[src/rtl/switch_debouncer.sv]
// Slide-switch conditioner: per-bit synchronizer plus stability counter, giving clean
// levels and one-cycle change/rise pulses. Optional rise latch under SW_EDGE_LATCH_EN.
module switch_debouncer #(
  parameter int N_SW            = 10,
  parameter int SYNC_STAGES     = 2,
  parameter int DEBOUNCE_CYCLES = 500000
) (
  input  logic            clk,
  input  logic            reset_n,
  input  logic [N_SW-1:0] sw_raw,
`ifdef SW_EDGE_LATCH_EN
  input  logic [N_SW-1:0] edge_clr,
  output logic [N_SW-1:0] sw_edge_latched,
`endif
  output logic [N_SW-1:0] switches,
  output logic [N_SW-1:0] sw_changed,
  output logic [N_SW-1:0] sw_rise
);

  localparam int CNT_W = $clog2(DEBOUNCE_CYCLES + 1);
  localparam logic [CNT_W-1:0] CNT_LAST = CNT_W'(DEBOUNCE_CYCLES - 1);

  logic [N_SW-1:0]  sync_q [SYNC_STAGES];
  logic [N_SW-1:0]  s;
  logic [CNT_W-1:0] cnt [N_SW];

  always_ff @(posedge clk or negedge reset_n) begin
    if (!reset_n) begin
      for (int k = 0; k < SYNC_STAGES; k++) sync_q[k] <= '0;
    end else begin
      sync_q[0] <= sw_raw;
      for (int k = 1; k < SYNC_STAGES; k++) sync_q[k] <= sync_q[k-1];
    end
  end

  assign s = sync_q[SYNC_STAGES-1];

  // Counter only runs while the synchronized level disagrees with the accepted one;
  // it is cleared on acceptance, so it can never pass CNT_LAST.
  always_ff @(posedge clk or negedge reset_n) begin
    if (!reset_n) begin
      for (int i = 0; i < N_SW; i++) cnt[i] <= '0;
      switches   <= '0;
      sw_changed <= '0;
      sw_rise    <= '0;
    end else begin
      for (int i = 0; i < N_SW; i++) begin
        sw_changed[i] <= 1'b0;
        sw_rise[i]    <= 1'b0;
        if (s[i] == switches[i]) begin
          cnt[i] <= '0;
        end else if (cnt[i] == CNT_LAST) begin
          switches[i]   <= s[i];
          cnt[i]        <= '0;
          sw_changed[i] <= 1'b1;
          sw_rise[i]    <= s[i];
        end else begin
          cnt[i] <= cnt[i] + CNT_W'(1);
        end
      end
    end
  end

`ifdef SW_EDGE_LATCH_EN
  // Set wins over clear when both land in the same cycle.
  always_ff @(posedge clk or negedge reset_n) begin
    if (!reset_n) sw_edge_latched <= '0;
    else          sw_edge_latched <= (sw_edge_latched & ~edge_clr) | sw_rise;
  end
`endif

endmodule
[config.mk]
export PLATFORM = sky130hd
export DESIGN_NAME = switch_debouncer
export DESIGN_NICKNAME = d
export VERILOG_FILES = /design/src/rtl/switch_debouncer.sv
export SDC_FILE = /design/constraint.sdc
export NUM_CORES = 1
export LEC_CHECK = 0
export CAP_MARGIN = 20
export CORE_AREA = 4 4 172 174
export CTS_BUF_LIST = sky130_fd_sc_hd__clkbuf_16
export CTS_CLUSTER_DIAMETER = 200
export DETAILED_ROUTE_END_ITERATION = 8
export DIE_AREA = 0 0 176 178
export PLACE_DENSITY = 0.64
export SKIP_LAST_GASP = 1
export SLEW_MARGIN = 20
export SYNTH_ARGS = -nofsm -noshare
export SYNTH_HDL_FRONTEND = slang
export SYNTH_SLANG_ARGS = --single-unit
[constraint.sdc]
create_clock -name clk -period 3 [get_ports clk]
set_input_delay 0.45 -clock clk [delete_from_list [all_inputs] [get_ports clk]]
set_output_delay 0.45 -clock clk [all_outputs]
set_load 0.05 [all_outputs]
==> summary.txt, run 1 <==
Seq/Total Area, Yosys -> 54.5%
Mean Syn Cell Area -> 10.2 um^2
Gate Count Post-Synth -> 1077
Unique masters post-synth -> 44
Crit path max-delay family -> simple AND/OR/NAND/NOR gates
Fin Clk Skew -> 7.02 ps
Worst Path Max Fanout -> 17
Root Buffer -> clkbuf_16
vias per inst -> 5.18
leading area contributor after synthesis -> dfrtp_1
DRT iter0 DRCs -> 579
Pwr Total -> 6.94 mW
Placeable Area -> 27800 um^2
n_diodes -> 0
final setup fails -> 0
final worst-path cycle share -> 77.0%
via count -> 7989
Clock transition at path regs -> 60 ps
fillcell total -> 2653
Post-Syn Nets -> 1099
Tot GR Track Use -> 13.6%
number of port buffers -> 41
element type at the critical path start -> flip-flop
Post-CTS Setup Inserts -> 0
Placement Rows -> 61
drt pass-1 iters -> 5
Max-Cap Viols -> 0
CP endpoint kind -> flip-flop
Post-Route WL -> 20900 um
Cell Area, Synth -> 11000 um^2
status -> finished, final reports clean
Area Overhead vs Synth -> 17.4%
hold-fix buffers at CTS -> 1
htree depth -> 1
Post-Place Cell Area -> 12000 um^2
Critical Path RT -> 3390 ps
synthesis-stage register bit count -> 240
Die Width -> 176 um
Worst VDD drop -> 0.385 mV
Routed Antenna Nets -> 0
IO Pins -> 42
CP max stage delay -> 580 ps
Remaining DRCs -> 0
largest net degree at the start of global routing -> 82
worst path cell trace -> or4b_1, or4_4, o21ai_2, nor2_1
Clock Latency Late Sink -> 540 ps
fin. max-slew vios -> 0
pwr dens -> 536 nW/um^2
placed cells -> 1491
fin crit period -> 2310 ps
relative slew slack -> 42.6%
top-area cell type share of the netlist area -> 54.5%
clock sink count -> 240
gpl congestion -> 0.827
Post-Layout Cell Count -> 1543
final instance area -> 12900 um^2
global route overflow -> 0
Max Clock Freq -> 433 MHz
yosys warns -> 0
routed len/inst -> 13.5 um
Final Hold Viols -> 0
worst hold slack -> 348 ps
initial antenna violation count -> 0
setup tns final -> 0 ps
main area contributors after synthesis -> dfrtp_1, xnor2_1, nor2_1
Buf/Inv on CP -> 0
Worst Hold Class -> flip-flop to flip-flop
nets -> 1166
Inserted Clock Buffers -> 28
Max clock buf depth -> 3
initial core utilization -> 39.7%
Leak Pwr -> 5.16 nW
share of cells above drive strength 1 -> 7.73%
Crit path arrival time -> 2700 ps
TritonCTS clock tree -> done
Final HPWL DP -> 14100 um
CP max-delay cell -> o21ai_2
number of global-route vias before repair -> 7644
RSZ-0062 raised after global routing -> false
# resized after CTS -> 0
Die ar. -> 31300 um^2
Worst Path Class, Setup -> flip-flop to flip-flop
first-pass GRT wire length -> 37000 um
worst slew pin tran -> 851 ps
die span in y -> 178 um
## cells in the final DEF, fill, tap and decap left out, drive strengths merged, types with 17 or more instances in the layout
master	instances
xor2	47
and3	17
a21oi	49
dfrtp	240
clkdlybuf4s50	40
xnor2	84
nand3	57
nor4	29
o31ai	20
inv	43
nor3	23
nand4	52
nand2	62
or3	35
buf	18
o21ai	32
nor2	155
or4	37
clkbuf	28
## sequential cells by signal (all words and copies together), names as in the netlist
name        flops
switches       10
sw_changed     10
sw_rise        10
sync_q         10
cnt           190
s              10
## final timing paths
path / from / to / slack [ps] / depth (start not counted)
max: cnt[14] / cnt[12] / 690 / 4
min: sync_q[19] / s[9] / 350 / 0
max reg2reg: cnt[14] / cnt[12] / 690 / 4
min reg2reg: sync_q[19] / s[9] / 350 / 0
max in group asynchronous: reset_n / cnt[44] / 1710 / 3
min in group asynchronous: reset_n / cnt[188] / 490 / 2
## cells in the mapped netlist
library cell / instances
a21oi_1: 49
nor4_1: 29
nor2_1: 155
or2_4: 1
nand3b_1: 6
and3_2: 1
buf_2: 1
or4_4: 1
nor3_1: 23
o41ai_1: 2
inv_1: 36
dfrtp_1: 240
nor4b_1: 10
and3_1: 16
o21ai_1: 1
and4_1: 11
xnor2_1: 84
nor2b_1: 1
ha_1: 10
nand3_1: 57
mux2_4: 1
or3b_2: 2
buf_4: 1
or2_2: 6
nand4_1: 50
nand2_1: 62
mux2_2: 9
o41ai_2: 2
o21bai_1: 2
nor3b_1: 12
clkbuf_1: 20
xor2_1: 47
a21bo_2: 1
o21ai_0: 30
nand2b_1: 1
or4b_1: 1
o31ai_1: 18
or4_1: 36
nor4bb_1: 1
nand4_2: 2
and4b_1: 1
o31ai_2: 2
o21ai_2: 1
or3_1: 35
## through the flow
| stage | util (%) | worst slack [ps] |
|---|---|---|
| CTS | 46.6 | 669 |
| floorplan | - | 896 |
| detailed placement | 43.2 | 671 |
| finish | 46.6 | 690 |
| global route | 46.6 | 560 |
| global placement | 43.2 | 682 |
## report_power, final
group | switching (mW) | total, mW | internal [mW]
logic | 0.143 | 0.220 | 0.0768
registers | 0.0455 | 3.33 | 3.28
clock network | 1.34 | 3.39 | 2.04
## metal layers
metal | vias up | routed length, um | GRT usage [%]
met5 | - | 0 | 0
li1 | 3972 | - | -
met4 | 0 | 483 | 3.35
met1 | 3883 | 10300 | 19.7
met2 | 103 | 9450 | 21.6
met3 | 31 | 648 | 2.29
## final cells by class
type / count / area (um^2) / share of cell area (%)
inverter: 36 / 135 / 1.04
tap: 378 / 473 / 3.65
timing repair buffer: 59 / 591 / 4.56
sequential: 240 / 6010 / 46.4
clock buffer: 28 / 701 / 5.41
clock inverter: 23 / 230 / 1.78
multi-input combinational: 779 / 4810 / 37.2
## cells by family (layout without fill, tap and decap cells)
| group | after synthesis | after routing | share of synthesized area (%) |
|---|---|---|---|
| xor gates and xnor gates | 131 | 131 | 10.4 |
| and+or+nand+nor | 520 | 520 | 25.1 |
| DFF | 240 | 240 | 54.5 |
| buffers and inverters | 58 | 146 | 2.02 |
| adders and majority gates | 10 | 10 | 1.13 |
| AOI/OAI and AO/OA | 108 | 108 | 5.84 |
| muxes | 10 | 10 | 1.06 |
No activity file was read; power rests on OpenSTA's default activity.
==> run 2: changes to the inputs <==
- PLACE_DENSITY: 0.64 -> 0.67
- clock period: 3 -> 2.1 ns (I/O delays scaled with it)
==> run 2 against run 1 <==
Effect of this change:
- critical path depth unchanged
- clock skew increased by 11 ps
- routed wire length is 0.30% lower
- critical path type unchanged
- largest cell class unchanged
==> summary.txt, run 2 (synthesis gave the netlist of run 1 again) <==
final instance area -> 13300 um^2 (+2.6%)
Remaining DRCs -> 0 (unchanged)
status -> finished, final reports clean
Area Overhead vs Synth -> 20.5%
CP endpoint kind -> flip-flop
Placeable Area -> 27800 um^2 (unchanged)
largest net degree at the start of global routing -> 74 (-9.8%)
clock sink count -> 240 (unchanged)
Die Width -> 176 um (unchanged)
Final HPWL DP -> 14300 um (+2.0%)
pwr dens -> 792 nW/um^2 (+48%)
switching power total -> 2.14 mW (+40%)
Pwr Total -> 10.5 mW (+52%)
Worst Path Max Fanout -> 4 (-13)
Leak Pwr -> 5.43 nW (+5.3%)
RSZ-0062 raised after global routing -> true
clock share of power -> 51.7% (+2.9 points)
Worst VDD drop -> 0.530 mV (+38%)
placed cells -> 1520 (+1.9%)
Post-Place Cell Area -> 12200 um^2 (+1.9%)
first-pass GRT wire length -> 37400 um (+1.2%)
Pint -> 8.38 mW (+55%)
Post-Route WL -> 20800 um (-0.30%)
fin. max-slew vios -> 0 (unchanged)
Critical Path RT -> 2510 ps (-880 ps)
Root Buffer -> clkbuf_16
share of cells above drive strength 1 -> 10.5% (+2.8 points)
number of port buffers -> 41 (unchanged)
max reg flops -> 190 (unchanged)
worst hold slack -> 230 ps (-118 ps)
Max Clock Freq -> 477 MHz (+10%)
TritonCTS clock tree -> done
fin crit period -> 2100 ps (-214 ps)
number of global-route vias before repair -> 8041 (+5.2%)
most common cell after layout, fill and taps aside -> dfrtp_1
relative slew slack -> 65.1% (+22 points)
IO Pins -> 42 (unchanged)
routed len/inst -> 13.2 um (-2.1%)
worst slew pin tran -> 519 ps (-333 ps)
Worst Path Class, Setup -> flip-flop to flip-flop
gpl congestion -> 0.808 (-2.3%)
Clock transition at path regs -> 60 ps (about the same)
initial core utilization -> 39.7% (unchanged)
via count -> 8083 (+1.2%)
crit path from -> cnt[14]
vias per inst -> 5.15 (-0.63%)
commonest non-fill, non-tap cells in the layout -> dfrtp_1, nor2_1, xnor2_1, nand2_1, nand3_1
R2R Path Start -> cnt[14]
final setup fails -> 0 (unchanged)
Max clock buf depth -> 3 (unchanged)
drt pass-1 iters -> 5 (unchanged)
Inserted Clock Buffers -> 27 (-3.6%)
part of the power in combinational logic -> 3.1% (about the same)
Tot GR Track Use -> 13.6% (+0.025 points)
Post-Layout Cell Count -> 1571 (+1.8%)
Final Hold Viols -> 0 (unchanged)
Reg with most FFs -> cnt
sw frac -> 20.4% (-1.7 points)
Die ar. -> 31300 um^2 (unchanged)
element type at the critical path start -> flip-flop
Hold Path Origin -> sw_raw[8]
Placement Rows -> 61 (unchanged)
n_diodes -> 0 (unchanged)
global route overflow -> 0 (unchanged)
part of the power in registers -> 45.2% (-2.8 points)
Max-Cap Viols -> 0 (unchanged)
final worst-path cycle share -> 99.8% (+23 points)
htree depth -> 1 (unchanged)
Routed Antenna Nets -> 0 (unchanged)
initial antenna violation count -> 0 (unchanged)
nets -> 1194 (+2.4%)
Worst Hold Class -> input pin to flip-flop
Fin Clk Skew -> 17.6 ps (+10.6 ps)
die span in y -> 178 um (unchanged)
Crit path arrival time -> 2500 ps (-200 ps)
Clock Latency Late Sink -> 530 ps (about the same)
DRT iter0 DRCs -> 493 (-15%)
-- run 2: final cells by class --
type | instances | area, um^2
well taps | 378 | 473
multi-input cells | 779 | 4810
inverters | 36 | 135
clock inverters | 23 | 365
clock buffers | 27 | 676
repair buffers | 88 | 820
fillers | 2571 | 14500
flip-flops and latches | 240 | 6010
-- run 2: path summary, 6_finish.rpt --
kind	to	slack, ps	cells past startpoint
setup / recovery	switches[9]	5	4
hold / removal	sync_q[18]	230	1
setup reg to reg	switches[9]	5	4
hold reg to reg	s[9]	350	0
max in group asynchronous	cnt[18]	1130	3
min in group asynchronous	cnt[185]	270	2
-- run 2: critical path, stage by stage (launching register included) --
cell	delay [ps]
dfrtp_1	370
or4b_1	530
or4_4	530
or2_4	260
mux2_4	290
-- run 2: per-stage QoR --
| stage | utilization (%) | setup slack (ps) | setup TNS [ps] |
|---|---|---|---|
| floorplan | - | 16.4 | 0 |
| global placement | 44.0 | 9.28 | 0 |
| detailed placement | 44.0 | 4.03 | 0 |
| CTS | 47.8 | -6.19 | -6.19 |
| global route | 47.8 | -38.5 | -38.5 |
| finish | 47.8 | 4.51 | 0 |
-- run 2: repair_timing --
action                                  CTS  global route
endpoints found under the hold margin    40             0
pin swaps                                 0             0
hold buffers                              1             0
gates resized for setup                   7             6
endpoints found under the setup margin    8             7
buffers inserted                          0             0
-- run 2: power by group through the flow --
| stage | clock network (mW) | registers [mW] | logic (mW) |
|---|---|---|---|
| detailed placement | 0 | 4.84 | 0.332 |
| global route | 5.82 | 4.76 | 0.377 |
| floorplan | 0 | 4.82 | 0.139 |
| CTS | 5.62 | 4.75 | 0.336 |
| finish | 5.44 | 4.76 | 0.322 |
| global placement | 0 | 4.84 | 0.325 |
-- run 2: metal layers --
metal / vias to the layer above / routed length (um) / GRT usage, %
li1: 4033 / - / -
met1: 3904 / 10100 / 19.1
met2: 113 / 9530 / 22.3
met3: 33 / 809 / 2.40
met4: 0 / 405 / 3.12
met5: - / 0 / 0
==> run 3: changes to the inputs <==
- CTS_CLUSTER_DIAMETER: 200 -> 80
==> results of run 3 <==
No change in the layout: final DEF, timing and power equal those of run 2.
